===== config.mk =====
export PLATFORM = sky130hd
export DESIGN_NAME = class_fifo
export DESIGN_NICKNAME = d
export VERILOG_FILES = /design/src/rtl/class_fifo_pkg.sv /design/src/rtl/fifo_mem.sv /design/src/rtl/class_fifo.sv
export SDC_FILE = /design/constraint.sdc
export NUM_CORES = 1
export LEC_CHECK = 0
export ABC_AREA = 1
export CORE_MARGIN = 5
export CORE_UTILIZATION = 50
export CTS_CLUSTER_SIZE = 30
export DETAILED_ROUTE_END_ITERATION = 7
export PLACE_DENSITY = 0.75
export SYNTH_ARGS = -nofsm -noshare
export SYNTH_HDL_FRONTEND = slang
export SYNTH_HIERARCHICAL = 1
export SYNTH_SLANG_ARGS = --single-unit

===== constraint.sdc =====
create_clock -name clk -period 5.1 [get_ports clk]
set_input_delay 0.51 -clock clk [delete_from_list [all_inputs] [get_ports clk]]
set_output_delay 0.51 -clock clk [all_outputs]
set_load 0.1 [all_outputs]

===== src/rtl/class_fifo_pkg.sv =====
// Shared definitions for the class demux, the per-class FIFOs and the downstream arbiter.
package class_fifo_pkg;

   localparam int unsigned DefWidth = 12;
   localparam int unsigned DefDepth = 8;
   localparam int unsigned ClassMsb = 11;
   localparam int unsigned ClassLsb = 10;

   typedef enum logic [1:0] {
      Class0 = 2'b00,
      Class1 = 2'b01,
      Class2 = 2'b10,
      Class3 = 2'b11
   } traffic_class_e;

   function automatic traffic_class_e get_class(input logic [DefWidth-1:0] word);
      return traffic_class_e'(word[ClassMsb:ClassLsb]);
   endfunction

endpackage


===== src/rtl/fifo_mem.sv =====
// FIFO storage: one synchronous write port, one registered read port.
module fifo_mem
   import class_fifo_pkg::*;
#(
   parameter int unsigned WIDTH = DefWidth,
   parameter int unsigned DEPTH = DefDepth,
   localparam int unsigned AddrW = $clog2(DEPTH)
) (
   input  logic             clk,
   input  logic             reset,
   input  logic             wr_en,
   input  logic [AddrW-1:0] wr_addr,
   input  logic [WIDTH-1:0] wr_data,
   input  logic             rd_en,
   input  logic [AddrW-1:0] rd_addr,
   output logic [WIDTH-1:0] rd_data
);

   logic [WIDTH-1:0] mem [DEPTH];
   logic [WIDTH-1:0] rd_data_q;

   // Storage array carries no reset; only the read register is cleared.
   always_ff @(posedge clk) begin
      if (wr_en) begin
         mem[wr_addr] <= wr_data;
      end
   end

   always_ff @(posedge clk or posedge reset) begin
      if (reset) begin
         rd_data_q <= '0;
      end else if (rd_en) begin
         rd_data_q <= mem[rd_addr];
      end
   end

   assign rd_data = rd_data_q;

endmodule


===== src/rtl/class_fifo.sv =====
// Per-class FIFO: pointers, occupancy count, flags and sticky error around fifo_mem.
module class_fifo
   import class_fifo_pkg::*;
#(
   parameter int unsigned WIDTH = DefWidth,
   parameter int unsigned DEPTH = DefDepth,
   localparam int unsigned PtrW = $clog2(DEPTH),
   localparam int unsigned CntW = PtrW + 1
) (
   input  logic            clk,
   input  logic            reset,
   input  logic            push,
   input  logic [WIDTH-1:0] data_in,
   input  logic            pop,
   input  logic [CntW-1:0] af_thr,
   input  logic [CntW-1:0] ae_thr,
   output logic [WIDTH-1:0] data_out,
   output logic            valid_out,
   output logic            full,
   output logic            empty,
   output logic            almost_full,
   output logic            almost_empty,
   output logic [CntW-1:0] count,
   output logic            error
);

   localparam logic [CntW-1:0] FullCount = CntW'(DEPTH);

   logic [PtrW-1:0] wr_ptr_q, wr_ptr_d;
   logic [PtrW-1:0] rd_ptr_q, rd_ptr_d;
   logic [CntW-1:0] count_q, count_d;
   logic            error_q, error_d;
   logic            valid_q;
   logic            push_ok, pop_ok;

   assign full         = (count_q == FullCount);
   assign empty        = (count_q == '0);
   assign almost_full  = (count_q >= af_thr);
   assign almost_empty = (count_q <= ae_thr);

   always_comb begin
      pop_ok   = pop & ~empty;
      // A simultaneous accepted pop frees a slot, so a full FIFO can still take the push.
      push_ok  = push & (~full | pop_ok);
      wr_ptr_d = wr_ptr_q;
      rd_ptr_d = rd_ptr_q;
      count_d  = count_q;
      error_d  = error_q;
      if (push_ok) wr_ptr_d = wr_ptr_q + 1'b1;
      if (pop_ok)  rd_ptr_d = rd_ptr_q + 1'b1;
      unique case ({push_ok, pop_ok})
         2'b10:   count_d = count_q + 1'b1;
         2'b01:   count_d = count_q - 1'b1;
         default: count_d = count_q;
      endcase
      if ((push & full & ~pop_ok) | (pop & empty)) error_d = 1'b1;
   end

   always_ff @(posedge clk or posedge reset) begin
      if (reset) begin
         wr_ptr_q <= '0;
         rd_ptr_q <= '0;
         count_q  <= '0;
         error_q  <= 1'b0;
         valid_q  <= 1'b0;
      end else begin
         wr_ptr_q <= wr_ptr_d;
         rd_ptr_q <= rd_ptr_d;
         count_q  <= count_d;
         error_q  <= error_d;
         valid_q  <= pop_ok;
      end
   end

   fifo_mem #(
      .WIDTH(WIDTH),
      .DEPTH(DEPTH)
   ) u_mem (
      .clk    (clk),
      .reset  (reset),
      .wr_en  (push_ok),
      .wr_addr(wr_ptr_q),
      .wr_data(data_in),
      .rd_en  (pop_ok),
      .rd_addr(rd_ptr_q),
      .rd_data(data_out)
   );

   assign count     = count_q;
   assign error     = error_q;
   assign valid_out = valid_q;

endmodule


==> results of run 1 <==
==> cell type report <==
type                            count  area (sq um)  share of cell area [%]
Inverter                          102         390.4                   5.923
Timing Repair Buffer               53         510.5                   7.745
Clock inverter                     14         157.7                   2.392
Sequential cell                   120          3483                   52.85
Clock buffer                       18         417.9                   6.340
Tap cell                          140         175.2                   2.658
Multi-Input combinational cell    302          1456                   22.10
==> per-stage QoR <==
step / utilization (%) / area, sq um
floorplan: - / 5435
global placement: 55.99 / 6016
detailed placement: 55.99 / 6016
CTS: 61.34 / 6591
global route: 61.34 / 6591
finish: 61.34 / 6591
==> registers in the layout (all words and copies together) (netlist names) <==
signal and cells:
u_mem/mem 96, u_mem/rd_data 12, count 4, rd_ptr_q 3, wr_ptr_q 3, error 1
valid_out 1
==> metal layers <==
metal  part of all wire (%)  up-vias
met5                      0        -
met4                    2.3        0
met3                    4.8       25
li1                       -     1842
met2                     52      112
met1                     41     1821
==> power breakdown <==
part | switching [mW] | internal (mW) | total (mW)
combinational | 1.34 | 0.479 | 1.82
clock | 0.406 | 0.736 | 1.14
sequential | 0.171 | 1.27 | 1.44
total | 1.91 | 2.49 | 4.40
==> cell usage in the layout (no fill, tap or decap), types with 2 or more instances in the layout <==
| cell | count |
|---|---|
| a21oi_1 | 2 |
| o21ai_0 | 2 |
| nor2_1 | 13 |
| clkbuf_16 | 16 |
| nand2_1 | 172 |
| xor2_1 | 2 |
| clkdlybuf4s50_1 | 45 |
| dfrtp_1 | 24 |
| xnor2_1 | 4 |
| bufinv_16 | 3 |
| nand4_1 | 3 |
| clkinv_4 | 2 |
| inv_1 | 57 |
| nor2_2 | 2 |
| ha_1 | 11 |
| nand3_1 | 77 |
| clkinv_2 | 8 |
| clkinvlp_4 | 3 |
| o21bai_1 | 2 |
| clkinv_1 | 3 |
| inv_2 | 39 |
| edfxtp_1 | 96 |
| buf_4 | 8 |
| nand2_4 | 6 |
==> path summary, 6_finish.rpt <==
check,depth (start not counted),end,slack (ns)
max,6,almost_empty,1.77
min,2,error,0.36
max reg2reg,8,u_mem/mem[2][11],2.59
min reg2reg,1,error,0.47
max in group asynchronous,2,u_mem/rd_data[1],4.26
min in group clk,1,error,0.47
==> kinds of logic after synthesis <==
group                    after synthesis  synth area share [%]
buffers and inverters                121                 9.116
flip-flops                           120                 64.09
adder cells (fa/ha/maj)               11                 2.532
AND/OR/NAND/NOR                      275                 22.15
XOR/XNOR                               6                0.9668
AO/OA/AOI/OAI                         10                 1.151
==> metrics.txt, run 1 <==
outcome complete, no violations; Fill cells 837; die span in y approximately 110 microns; CTS Hold Bufs 0; RSZ-0062 raised after global routing false; busiest grt layer met2; Critical Path RT 4.59 ns; Slew Viols, Final 0; Crit path top cell by count nand2_1; critical path buffer and inverter count 1; clk_lat worst skew 0.51 ns; first-pass GRT wire length roughly 19 mm; Yosys cell types 30; Post-synth ARST share 20.00%; pre-CTS setup slack around 1.8 ns; Leak Pwr 2.946 nW; Tmin final 3.330 ns; Worst Hold Class primary input to async pin; gr ovfl total 0; Post-Syn Area per Cell 10.01 sq um; slowest cell on the critical path clkdlybuf4s50_1; final period utilization 65.30%; Post-CTS Setup Inserts 0; WL final around 12 mm; H-tree levels 4; starting density of the core 50.58%; routed len/inst roughly 16 microns; WHS ~0.36 ns; Worst Tran Pin Value 1.221 ns; crit-path cells ha_1, nand2_1, o21bai_1, nand2_1, o21ai_0, clkdlybuf4s50_1; fin worst setup slack 1.770 ns; CTS tree built; Setup Skew 0.005930 ns; DRC 0; Crit Path Category flip-flop to output pin; Area Overhead vs Synth 21.27%; routability cong. between 0.8 and 0.9; Vias/cell 5.073; cell with the most instances after synthesis nand2_1; top post-synthesis cells by area edfxtp_1 53%, nand2_1 12%, dfrtp_1 11%; Max FO, Critical Path 7; layout cell share with drive strength beyond 1 14.78%; met1 Resource Use GR ~22%; via count 3800; CP Launch Type flip-flop; family with the most delay on the worst path buffers and inverters; Core ar. 10750 sq um; Post-synth EDFFs between 90 and 100; n_diodes 0; post-synthesis sequential area ratio 64.09%; Die Wd 114.3 microns; Critical path origin count[3]; Worst slew margin 18.30%; vias in the first global route 3882; Placed Cells 717; gr usage total 19.02%; GR Layer Usage met2 between 30% and 40%; Seq cells post-synth 120; crit end category output pin; Final Hold Viols 0; initial antenna violation count 0; initial detailed-routing violation count 341; reg-to-reg startpoint count[3]; biggest area consumer among synthesized cells edfxtp_1; met3 Resource Use GR under 10%; Clk pin slew, worst setup/hold paths 0.06 ns; post-CTS sizing 0; largest net degree at the start of global routing just over 50; final std cells w/o fill 749; number of buffers created by CTS 17; commonest cells in the netlist 172 x nand2_1, 96 x edfxtp_1, 77 x nand3_1, 57 x inv_1, 39 x inv_2; IO Pins 46; Final Total Pwr 4.403 mW; pwr dens 668.0 nW/um^2; setup TNS 0 ns; Mapped Cells approximately 540; Synth Cell Area 5435 sq um; maximum clock rate approximately 300 MHz; HPWL after detailed placement roughly 6.9 mm; CP peak stage delay approximately 1.2 ns; dominant synthesized flop cell edfxtp_1; Final setup viols 0; Arr. time, crit path about 2.8 ns; remaining antenna violation count after routing 0; Max Cap Violations 0; maximum clock insertion buffer count 2; root buffer cell clkbuf_8; post-synth net total 578; Std-Cell Rows 38; yosys warns 6; CTS sink cnt 120; VDD IR max ~0.49 mV; final net count 631; 1st-pass router iterations 6; post-synth top area share 53.04%; Die ar. 13060 sq um; port bufs 45
(Power assumes the default switching activity.)
==> run 2, diff against run 1 <==
==> constraint.sdc (replaced) <==
create_clock -name clk -period 3.3 [get_ports clk]
set_input_delay 0.33 -clock clk [delete_from_list [all_inputs] [get_ports clk]]
set_output_delay 0.33 -clock clk [all_outputs]
set_load 0.1 [all_outputs]
==> run 2 against run 1 <==
  * Non-clock buffer count grew 2
  * Sequential power up 52%
  * Die area unchanged
  * Design area increased by 0.55%
==> metrics.txt, run 2 (synthesis gave the netlist of run 1 again) <==
Final setup viols 0; Leak Pwr 2.986 nW; reg-to-reg startpoint count[3]; clk_lat worst skew 0.50 ns; gr usage total about a fifth; HPWL after detailed placement 7.591 mm; Biggest register u_mem/mem; 1st-pass router iterations 5; Post-CTS Setup Inserts 0; Placed Cells 719; reg2reg end u_mem/mem[1][10]; Critical Path RT 2.97 ns; final std cells w/o fill approximately 750; Fill cells 828; gr ovfl total 0; RSZ-0062 raised after global routing false; WL final approximately 12 mm; initial antenna violation count 0; busiest grt layer met2; maximum clock insertion buffer count 2; maximum clock rate ~400 MHz; starting density of the core approximately 50%; VDD IR max 0.8218 mV; pwr dens 1040 nW/um^2; largest net degree at the start of global routing 51; routed len/inst between 15 and 20 microns; Worst Hold Class primary input to async pin; GR Layer Usage met2 30.05%; Tmin final 2.530 ns; commonest non-fill, non-tap cell in the layout nand2_1; layout cell share with drive strength beyond 1 16.20%; CTS Hold Bufs 0; final period utilization 76.66%; CTS tree built; vias in the first global route 3791; setup TNS 0 ns; Core ar. 10750 sq um; Slew Viols, Final 0; crit-path cells clkdlybuf4s50_1; port bufs 45; IO Pins 46; met1 Resource Use GR 26.07%; CTS sink cnt between 100 and 150; sequential cell area 3487 sq um; Setup Skew 0.006626 ns; CP Launch Type flip-flop; n_diodes 0; number of buffers created by CTS 17; Reg2Reg Depth 9; fin worst setup slack 0.7701 ns; Final Hold Viols 0; WHS 0.1646 ns; via count 3859; H-tree levels 4; Worst Tran Pin Value between 0.9 and 1 ns; Arr. time, crit path 2.20 ns; Max FO, Critical Path 7; die span in y between 100 and 150 microns; initial detailed-routing violation count 301; Die ar. roughly 13000 sq um; slowest cell on the critical path clkdlybuf4s50_1; pre-CTS setup slack 1.158 ns; critical path buffer and inverter count 1; outcome complete, no violations; Max Cap Violations 0; Clk pin slew, worst setup/hold paths 0.05 ns; Die Wd 114.3 microns; Largest register FFs 96; first-pass GRT wire length 19.08 mm; Worst slew margin 34.19%; final net count between 600 and 700; family with the most delay on the worst path buffers and inverters; Area Overhead vs Synth 21.94%; worst reg2reg setup slack 1.41 ns; multi-input combinational cell area 1456 sq um; Crit Path Category flip-flop to output pin; routability cong. 0.8375; Std-Cell Rows 38; met3 Resource Use GR 4.545%; most frequent cells in the layout 172 x nand2_1, 96 x edfxtp_1, 77 x nand3_1; DRC 0; post-CTS sizing 0; Vias/cell 5.138; root buffer cell clkbuf_8; crit end category output pin; CP peak stage delay approximately 1.2 ns; remaining antenna violation count after routing 0
-- run 2: power by group --
part	internal (mW)	switching, mW
sequential	1.97	0.216
combinational	0.739	2.11
clock	1.26	0.599
-- run 2: cell type report --
type / count / area share [%]
Multi-Input combinational cell: 302 / 21.97
Clock buffer: 22 / 6.834
Timing Repair Buffer: 55 / 7.778
Tap cell: 140 / 2.643
Inverter: 102 / 5.890
Sequential cell: 120 / 52.61
Clock inverter: 10 / 2.265
-- run 2: routing by layer --
| metal | vias up | wire, microns | share of wire, % |
|---|---|---|---|
| met3 | 14 | 890 | 7.6 |
| li1 | 1847 | - | - |
| met5 | - | 0 | 0 |
| met4 | 0 | 161 | 1.4 |
| met2 | 167 | 5597 | 48 |
| met1 | 1831 | 5003 | 43 |
-- run 2: stage by stage --
| stage | power, mW | area, sq um | util, % |
|---|---|---|---|
| after global placement | 4.985 | 6025 | 56.07 |
| after floorplan | 4.362 | 5439 | - |
| after CTS | 6.915 | 6628 | 61.68 |
| after global routing | 7.259 | 6628 | 61.68 |
| after detailed placement | 5.042 | 6025 | 56.07 |
| final | 6.894 | 6628 | 61.68 |
-- run 2: worst max-delay path by stage --
stage / startpoint / end / cells past startpoint / slack (ns)
floorplan: count[3] / u_mem/mem[1][0] / 7 / 0.12
global placement: pop / u_mem/mem[1][11] / 8 / 1.21
detailed placement: pop / u_mem/mem[6][6] / 8 / 1.16
CTS: count[3] / count[3] / 1 / 0.74
global route: count[3] / count[3] / 1 / 0.70
finish: count[3] / count[3] / 1 / 0.77
==> run 3, diff against run 2 <==
==> constraint.sdc (replaced) <==
create_clock -name clk -period 2.35 [get_ports clk]
set_input_delay 0.235 -clock clk [delete_from_list [all_inputs] [get_ports clk]]
set_output_delay 0.235 -clock clk [all_outputs]
set_load 0.1 [all_outputs]
==> run 3 against run 2 <==
  * Core utilization fell by 0.12 points
  * Clock power rose by 30%
  * Largest power group unchanged
  * Global-route usage rose by 1.2 points
  * Die area did not move
  * Sequential share of layout area rose by 0.23 points
  * Non-clock buffer count rose by 2
  * Register-to-register slack got worse by 0.92 ns
  * Critical path depth rose by 5
  * Largest cell class unchanged
  * Total power rose by 39%
==> metrics.txt, run 3 (synthesis gave the netlist of run 1 again) <==
Final setup viols 0; CTS sink cnt 120; via count 3788; gr usage total 20.33%; Die Wd 114.3 microns; Tmin final 2.189 ns; routed len/inst 16.10 microns; clk_lat worst skew roughly 0.53 ns; Critical path origin count[1]; gr ovfl total 0; maximum clock rate 456.8 MHz; layout cell share with drive strength beyond 1 21.21%; H-tree levels 4; remaining antenna violation count after routing 0; CTS tree built; Final Total Pwr 9.587 mW; Vias/cell 5.031; crit end category output pin; Std-Cell Rows 38; n_diodes 0; WL final between 10 and 15 mm; Max FO, Critical Path 6; Crit Path Category flip-flop to output pin; pre-CTS setup slack 0.2458 ns; number of buffers created by CTS 17; commonest non-fill, non-tap cell in the layout nand2_1; maximum clock insertion buffer count 2; RSZ-0062 raised after global routing false; Slew Viols, Final 0; reg2reg end u_mem/mem[5][2]; initial antenna violation count 0; Arr. time, crit path 1.95 ns; routability cong. 0.9086; largest net degree at the start of global routing 51; final net count 635; Largest register FFs 96; Post-CTS Setup Inserts 0; vias in the first global route 3708; HPWL after detailed placement between 8 and 9 mm; Clk pin slew, worst setup/hold paths 0.06 ns; Biggest register u_mem/mem; Worst Hold Class primary input to async pin; post-CTS sizing 0; Core ar. 10750 sq um; outcome complete, no violations; Final Hold Viols 0; Layout Utilization 61.56%; 1st-pass router iterations 5; reg-to-reg startpoint count[1]; Worst Tran Pin Value a little under 0.8 ns; Worst slew margin about half; DRC 0; first-pass GRT wire length 19.44 mm; Leak Pwr 2.989 nW; CP Launch Type flip-flop; VDD IR max 1.187 mV; Critical Path RT 2.12 ns; IO Pins 46; Die ar. 13060 sq um; root buffer cell clkbuf_8; CTS Hold Bufs 0; initial detailed-routing violation count between 300 and 400; Max Cap Violations 0; worst reg2reg setup slack 0.49 ns; fin worst setup slack about 0.16 ns; Reg2Reg Depth 9; most frequent cells in the layout 172 x nand2_1, 96 x edfxtp_1, 77 x nand3_1; die span in y roughly 110 microns; starting density of the core between 50% and 60%; Area Overhead vs Synth 21.71%; final period utilization between 90% and 100%; pwr dens 1449 nW/um^2; Setup Skew 0.009714 ns; Worst setup endpoint almost_full; port bufs 45
==> run 3: changes by cell type in the layout (fill, tap and decap cells not counted), sizes merged <==
| cell | before | now |
|---|---|---|
| clkinv | 11 | 12 |
| buf | 14 | 34 |
| clkdlybuf4s50 | 41 | 23 |
| clkbuf | 22 | 19 |
| bufinv | 4 | 2 |
| clkinvlp | 0 | 4 |
==> run 3: worst min-delay path by stage <==
stage,from,end,cells after the start
global placement,u_mem/rd_data[6],u_mem/rd_data[6],2
finish,reset,rd_ptr_q[1],2
CTS,reset,count[2],2
global route,reset,count[0],2
floorplan,reset,error,1
detailed placement,u_mem/rd_data[7],u_mem/rd_data[7],2
==> run 3: worst max-delay path, stage by stage, from the launching register on <==
cell      delay, ns
dfrtp_4        0.52
ha_1           0.31
inv_1          0.06
nor2_1         0.04
o211ai_1       0.15
nand3_1        0.14
buf_12         0.20
==> run 3: power by group <==
| part | total (mW) | internal [mW] | switching (mW) | leakage (nW) |
|---|---|---|---|---|
| combinational | 4.14 | 1.08 | 3.06 | 1.57 |
| sequential | 3.04 | 2.79 | 0.252 | 1.15 |
| clock | 2.41 | 1.52 | 0.889 | 0.265 |
==> run 3: metrics by stage <==
stage          instances  TNS, ns  area [sq um]  hold WS [ns]
2_1_floorplan        543   -3.680          5473       0.09969
3_3_place_gp         721        0          6053        0.4630
3_5_place_dp         721        0          6053        0.4676
4_1_cts              753        0          6615       0.06453
5_1_grt              753        0          6615       0.09016
6_report             753        0          6615       0.04421
==> run 3: area by class of cell <==
class / count / area (sq um)
clock buffers: 19 / 431.7
clock inverters: 13 / 130.1
fillers: 868 / 4130
inverters: 102 / 391.6
multi-input cells: 302 / 1480
flip-flops and latches: 120 / 3496
well taps: 140 / 175.2
repair buffers: 57 / 510.5
==> run 3: routing by layer <==
metal / wire length [microns] / global-route usage (%) / vias to the layer above
li1: - / - / 1852
met1: 5076 / 27.15 / 1766
met2: 5737 / 31.65 / 151
met3: 1009 / 5.550 / 19
met4: 303 / 8.234 / 0
met5: 0 / 0 / -
